$ cat src/rtl/pe_ctrl.sv
// rtl/pe_ctrl.sv - sequencer for one PE convolution datapath (pe_dp)
//
// Walks 4x4 windows of an IMG_SIZE x IMG_SIZE image at step STRIDE. For each
// window: clear accumulators, stream 16 taps, store the sum into a result lane.
// Every 4 lanes (or the final partial group) the packed word is written to PE
// memory. Optional build macro PE_CTRL_FILE_DUMP_EN adds a one-cycle memory dump
// pulse after the last write.
//
// Ports:
//   clk, rst          clock, asynchronous active-high reset
//   start             begin a layer pass (accepted in IDLE or DONE only)
//   busy, done        scheduler handshake
//   rst_acc, acc_en   MAC accumulator clear / accumulate enable
//   res_buffer_en     latch macs_sum into lane res_index
//   rst_res_reg       clear the 4-word result register
//   wr_en, wr_adr     write packed result word to mem[wr_adr]
//   wr_file           one-cycle memory dump pulse
//   img_buffer_index  top-left pixel index of the current window
//   buffer_cntr       tap index 0..15 within the window
//   res_index         result lane 0..3
module pe_ctrl #(
  parameter int IMG_SIZE     = 16,
  parameter int STRIDE       = 4,
  parameter int MAX_MEM_SIZE = 128
) (
  input  logic       clk,
  input  logic       rst,
  input  logic       start,
  output logic       busy,
  output logic       done,
  output logic       rst_acc,
  output logic       acc_en,
  output logic       res_buffer_en,
  output logic       rst_res_reg,
  output logic       wr_en,
  output logic       wr_file,
  output logic [7:0] img_buffer_index,
  output logic [7:0] buffer_cntr,
  output logic [7:0] res_index,
  output logic [7:0] wr_adr
);

  localparam int WPR      = (IMG_SIZE - 4) / STRIDE + 1;
  localparam int NWIN     = WPR * WPR;
  localparam int NWORD    = (NWIN + 3) / 4;
  localparam int ROW_STEP = STRIDE * IMG_SIZE;
  localparam logic [7:0] WPR_M1 = 8'(WPR - 1);

  generate
    if (NWORD > MAX_MEM_SIZE) begin : g_mem_check
      $error("pe_ctrl: result words exceed MAX_MEM_SIZE");
    end
  endgenerate

`ifdef PE_CTRL_FILE_DUMP_EN
  typedef enum logic [2:0] {
    S_IDLE, S_CLEAR, S_MAC, S_STORE, S_WRITE, S_DONE, S_DUMP
  } state_t;
`else
  typedef enum logic [2:0] {
    S_IDLE, S_CLEAR, S_MAC, S_STORE, S_WRITE, S_DONE
  } state_t;
`endif

  state_t      r_state;
  state_t      w_next;
  logic [7:0]  r_row;
  logic [7:0]  r_col;
  logic [3:0]  r_tap;
  logic [1:0]  r_lane;
  logic [7:0]  r_word;
  logic        w_last_win;
  logic        w_group_end;
  logic [31:0] w_img_full;

  assign w_last_win  = (r_row == WPR_M1) && (r_col == WPR_M1);
  assign w_group_end = (r_lane == 2'd3) || w_last_win;

  // State register
  always_ff @(posedge clk or posedge rst) begin
    if (rst) begin
      r_state <= S_IDLE;
    end else begin
      r_state <= w_next;
    end
  end

  // Next-state decode
  always_comb begin
    w_next = r_state;
    case (r_state)
      S_IDLE:  if (start) w_next = S_CLEAR;
      S_CLEAR: w_next = S_MAC;
      S_MAC:   if (r_tap == 4'd15) w_next = S_STORE;
      S_STORE: w_next = w_group_end ? S_WRITE : S_CLEAR;
      S_WRITE: begin
        if (w_last_win) begin
`ifdef PE_CTRL_FILE_DUMP_EN
          w_next = S_DUMP;
`else
          w_next = S_DONE;
`endif
        end else begin
          w_next = S_CLEAR;
        end
      end
`ifdef PE_CTRL_FILE_DUMP_EN
      S_DUMP:  w_next = S_DONE;
`endif
      S_DONE:  if (start) w_next = S_CLEAR;
      default: w_next = S_IDLE;
    endcase
  end

  // Window, tap, lane and word counters
  always_ff @(posedge clk or posedge rst) begin
    if (rst) begin
      r_row  <= 8'd0;
      r_col  <= 8'd0;
      r_tap  <= 4'd0;
      r_lane <= 2'd0;
      r_word <= 8'd0;
    end else begin
      case (r_state)
        S_IDLE, S_DONE: begin
          if (start) begin
            r_row  <= 8'd0;
            r_col  <= 8'd0;
            r_tap  <= 4'd0;
            r_lane <= 2'd0;
            r_word <= 8'd0;
          end
        end
        // 4-bit tap counter wraps 15 -> 0 exactly on the MAC-to-STORE edge
        S_MAC: r_tap <= r_tap + 4'd1;
        S_STORE: begin
          if (!w_group_end) begin
            r_lane <= r_lane + 2'd1;
            if (r_col == WPR_M1) begin
              r_col <= 8'd0;
              r_row <= r_row + 8'd1;
            end else begin
              r_col <= r_col + 8'd1;
            end
          end
        end
        S_WRITE: begin
          r_word <= r_word + 8'd1;
          r_lane <= 2'd0;
          if (!w_last_win) begin
            if (r_col == WPR_M1) begin
              r_col <= 8'd0;
              r_row <= r_row + 8'd1;
            end else begin
              r_col <= r_col + 8'd1;
            end
          end
        end
        default: ;
      endcase
    end
  end

  // Outputs decoded purely from registers
  assign w_img_full = 32'(r_row) * 32'(ROW_STEP) + 32'(r_col) * 32'(STRIDE);

  assign busy             = (r_state != S_IDLE) && (r_state != S_DONE);
  assign done             = (r_state == S_DONE);
  assign rst_acc          = (r_state == S_CLEAR);
  assign rst_res_reg      = (r_state == S_CLEAR) && (r_lane == 2'd0);
  assign acc_en           = (r_state == S_MAC);
  assign res_buffer_en    = (r_state == S_STORE);
  assign wr_en            = (r_state == S_WRITE);
  // r_word already points past the last word after the final WRITE
  assign wr_adr           = (r_state == S_WRITE) ? r_word : 8'd0;
`ifdef PE_CTRL_FILE_DUMP_EN
  assign wr_file          = (r_state == S_DUMP);
`else
  assign wr_file          = 1'b0;
`endif
  assign img_buffer_index = w_img_full[7:0];
  assign buffer_cntr      = {4'd0, r_tap};
  assign res_index        = {6'd0, r_lane};

endmodule
$ cat config.mk
export PLATFORM = sky130hd
export DESIGN_NAME = pe_ctrl
export DESIGN_NICKNAME = d
export VERILOG_FILES = /design/src/rtl/pe_ctrl.sv
export SDC_FILE = /design/constraint.sdc
export NUM_CORES = 1
export LEC_CHECK = 0
export CORE_MARGIN = 10
export CORE_UTILIZATION = 30
export DETAILED_ROUTE_END_ITERATION = 10
export PLACE_DENSITY = 0.6
export SLEW_MARGIN = 0
export SYNTH_ARGS = -nofsm -noshare
export SYNTH_HDL_FRONTEND = slang
export SYNTH_SLANG_ARGS = --single-unit
$ cat constraint.sdc
create_clock -name clk -period 2.1 [get_ports clk]
set_clock_uncertainty 0.05 [all_clocks]
set_input_delay 0.315 -clock clk [delete_from_list [all_inputs] [get_ports clk]]
set_output_delay 0.315 -clock clk [all_outputs]
set_load 0.005 [all_outputs]
==> key figures <==
Synth
  • Synth Flop Type: dfrtp_1
  • Most common library cells after synthesis: 33 x dfrtp_1, 19 x inv_1, 18 x buf_4
  • Seq cells post-synth: 33
  • Synth area leader: dfrtp_1
  • Sequential area share after synthesis: 0.361
  • Post-synth EDFFs: 0
  • Mapped cell area: approximately 2300 µm²
  • Cell with the most instances after synthesis: dfrtp_1
  • Top cell type's share of synthesized area: 0.361
  • Mean post-synth cell area: between 9 and 10 µm²
  • Syn Inst Count: approximately 250
  • Synth Warn #: 0
  • Synth top area cells: dfrtp_1 36%, buf_4 5.9%, ha_1 3.8%
  • Asr flop ratio synth: 1.00
  • Synth unique cells: 60

Timing
  • Rel. slew slack: 0.572
  • Slew @ Worst Pin: ~630 ps
  • Max-slew violations: 0
  • Tcrit/Tclk final: 0.983
  • # setup viols final: 0
  • RSZ-0062 raised after global routing: yes
  • Final min period: about 2100 ps
  • FMAX: 484 MHz
  • Hold Fails Final Rpt: 0
  • Final setup margin: roughly 36 ps

Clock tree
  • CTS tree: done
  • CTS Root Cell: clkbuf_8
  • Post-CTS Hold Fix Bufs: 0
  • Clk_lat worst skew: around 280 ps
  • Max clock buf depth: 2
  • Clk sinks: 33
  • Clk slew on worst S/H paths: 70 ps
  • Htree depth: 2
  • Num CTS Buffers: 5

Layout
  • P&R area growth vs syn: 25.8%
  • Final net count: about 300
  • Final core occ: 0.393
  • ANT cells: 0
  • Share of layout cells above drive strength 1: 0.205
  • Fillers: between 700 and 800
  • Final Non-Filler Cells: roughly 400

Die
  • Core ar.: between 7000 and 8000 µm²
  • Initial Util: 0.312
  • Die W: about 110 µm
  • Height of the chip: ~110 µm
  • Ports: 43
  • FP Rows: 31
  • Die area: about 12000 µm²

Detailed routing
  • Total Wirelength: approximately 5.5 mm
  • First-pass DRT Iterations: 4
  • DRT iter0 DRCs: between 80 and 90
  • DRT antenna net count: 0
  • Routed len/inst: 14.2 µm
  • Via/cell ratio: about 5.0
  • Drt drc: 0
  • DR vias: between 1500 and 2000

Worst setup path
  • Worst setup EP type: output port
  • Critical path fanouts, max: 3
  • Critical path class: reg2out
  • Crit path arrival time: between 1500 and 2000 ps
  • Critical-path cell list: buf_4 -> nor3b_4 -> and2_1 -> clkdlybuf4s50_1
  • Worst setup SP type: flop
  • Reg2reg end: r_state[0]
  • CP required: about 1700 ps
  • Crit path capture: rst_res_reg
  • Critical path's largest stage delay: about 500 ps
  • Reg2reg path depth: 7
  • RR Startpoint: r_row[0]
  • Flop2flop setup slack: roughly 80 ps
  • Critical Path Source: r_state[1]
  • Slowest stage cell, crit path: clkdlybuf4s50_1

Power and ir drop
  • Psw: 272 µW
  • Pwr dens: between 400 and 500 nW/µm²
  • Sequential Power Share: 0.549
  • Clock network power share: 0.416
  • Static Leak: 0.00133 µW
  • Net Sw Frac: 0.229
  • Peak supply drop: between 0.15 and 0.2 mV
  • Comb pwr share: 0.035
  • Cell internal pwr: 915 µW

Global routing
  • Total track usage: 0.0973
  • First-pass GRT wire length: around 9.3 mm
  • Antenna violations before repair: 0
  • Number of global-route vias before repair: ~1900
  • Largest net degree at the start of global routing: 34
  • Congestion Overflow GR: 0

Worst hold path
  • Hold Crit Class: in2async

Outcome
  • Status: finished, final reports clean

Job
  • Maxcap violations: 0

Placement
  • Placed insts: 376
  • Worst slack at placement: -2.07 ps
  • Routability cong.: 0.836
  • Dpl hpwl: roughly 4 mm
  • I/O Buffers: 29
==> worst min-delay path by stage <==
| stage | start | endpoint | slack, ps | cells past startpoint |
|---|---|---|---|---|
| finish | rst | r_word[6] | 380 | 3 |
| global route | rst | r_word[2] | 450 | 3 |
| CTS | rst | r_word[6] | 400 | 3 |
| detailed placement | r_row[7] | r_row[7] | 420 | 1 |
| global placement | r_row[7] | r_row[7] | 420 | 1 |
| floorplan | rst | r_col[0] | 390 | 1 |
==> flip-flops by register name (all words and copies together) (netlist names) <==
signal	flops
r_lane	2
r_col	8
r_state	3
r_word	8
r_row	8
r_tap	4
==> cells in the final DEF (no fill, tap or decap), drive strengths merged, types with 3 or more instances in the layout <==
cell / synthesis / final
nand4: 5 / 5
o211ai: 8 / 8
nand2: 17 / 17
or3: 3 / 3
and2: 10 / 10
conb: 1 / 13
dfrtp: 33 / 33
a22oi: 4 / 4
ha: 7 / 7
xnor2: 7 / 7
a21oi: 5 / 5
buf: 23 / 27
dlygate4sd2: 0 / 12
o21ai: 10 / 10
a211oi: 3 / 3
clkbuf: 6 / 7
nor2: 9 / 9
a31oi: 4 / 4
a22o: 3 / 3
o31ai: 3 / 3
clkdlybuf4s50: 0 / 15
o2111ai: 9 / 9
or4: 3 / 3
nor3: 6 / 6
inv: 20 / 20
nand3: 13 / 13
==> logic make-up (layout without fill, tap and decap cells) <==
group	Yosys count	count (layout)	share of synthesized area
and+or+nand+nor	83	83	0.223
muxes	3	3	0.0142
buffers and inverters	49	83	0.121
adders and majority gates	7	7	0.0383
xor gates and xnor gates	8	8	0.0306
DFF	33	33	0.361
AOI/OAI and AO/OA	62	62	0.211
other	1	13	0.00164
==> through the flow <==
step / power, µW / setup TNS (ps) / area (µm²) / hold WS, ps
floorplan: 707 / 0 / 2330 / 389
global placement: 705 / 0 / 2700 / 416
detailed placement: 706 / -2.07 / 2700 / 420
CTS: 1200 / -94.9 / 2830 / 400
global route: 1230 / -43.5 / 2880 / 449
finish: 1190 / 0 / 2880 / 382
==> critical path, delay by kind of cell, from the launching register on <==
kind / cells / cell delay (ps)
buffers and inverters: 2 / 650
DFF: 1 / 410
and+or+nand+nor: 2 / 350
==> metal layers <==
layer	part of all wire	track usage	vias to the layer above
met3	0.057	0.0311	8
met4	0.012	0.0329	0
met5	0	0	-
met1	0.47	0.122	934
met2	0.46	0.153	35
li1	-	-	965
==> what timing repair did <==
item	in CTS	in global routing
endpoints found under the setup margin	13	15
resized for setup	19	10
pin swaps	0	2
setup buffers	6	2
==> power by group through the flow <==
stage                     Sequential (µW)  Combinational (µW)  Clock, µW
after CTS                             651                42.3        511
after detailed placement              663                42.3          0
after floorplan                       661                46.5          0
final                                 652                41.9        494
after global routing                  652                49.3        534
after global placement                663                42.2          0
==> layout make-up <==
| type | count | area (µm²) | share of cell area |
|---|---|---|---|
| sequential | 33 | 830 | 0.288 |
| tap | 99 | 124 | 0.0430 |
| timing repair buffer | 56 | 495 | 0.172 |
| inverter | 20 | 77.6 | 0.0270 |
| clock buffer | 7 | 86.3 | 0.0300 |
| multi-input combinational | 176 | 1260 | 0.440 |
Power figures use the tool's default switching activity.
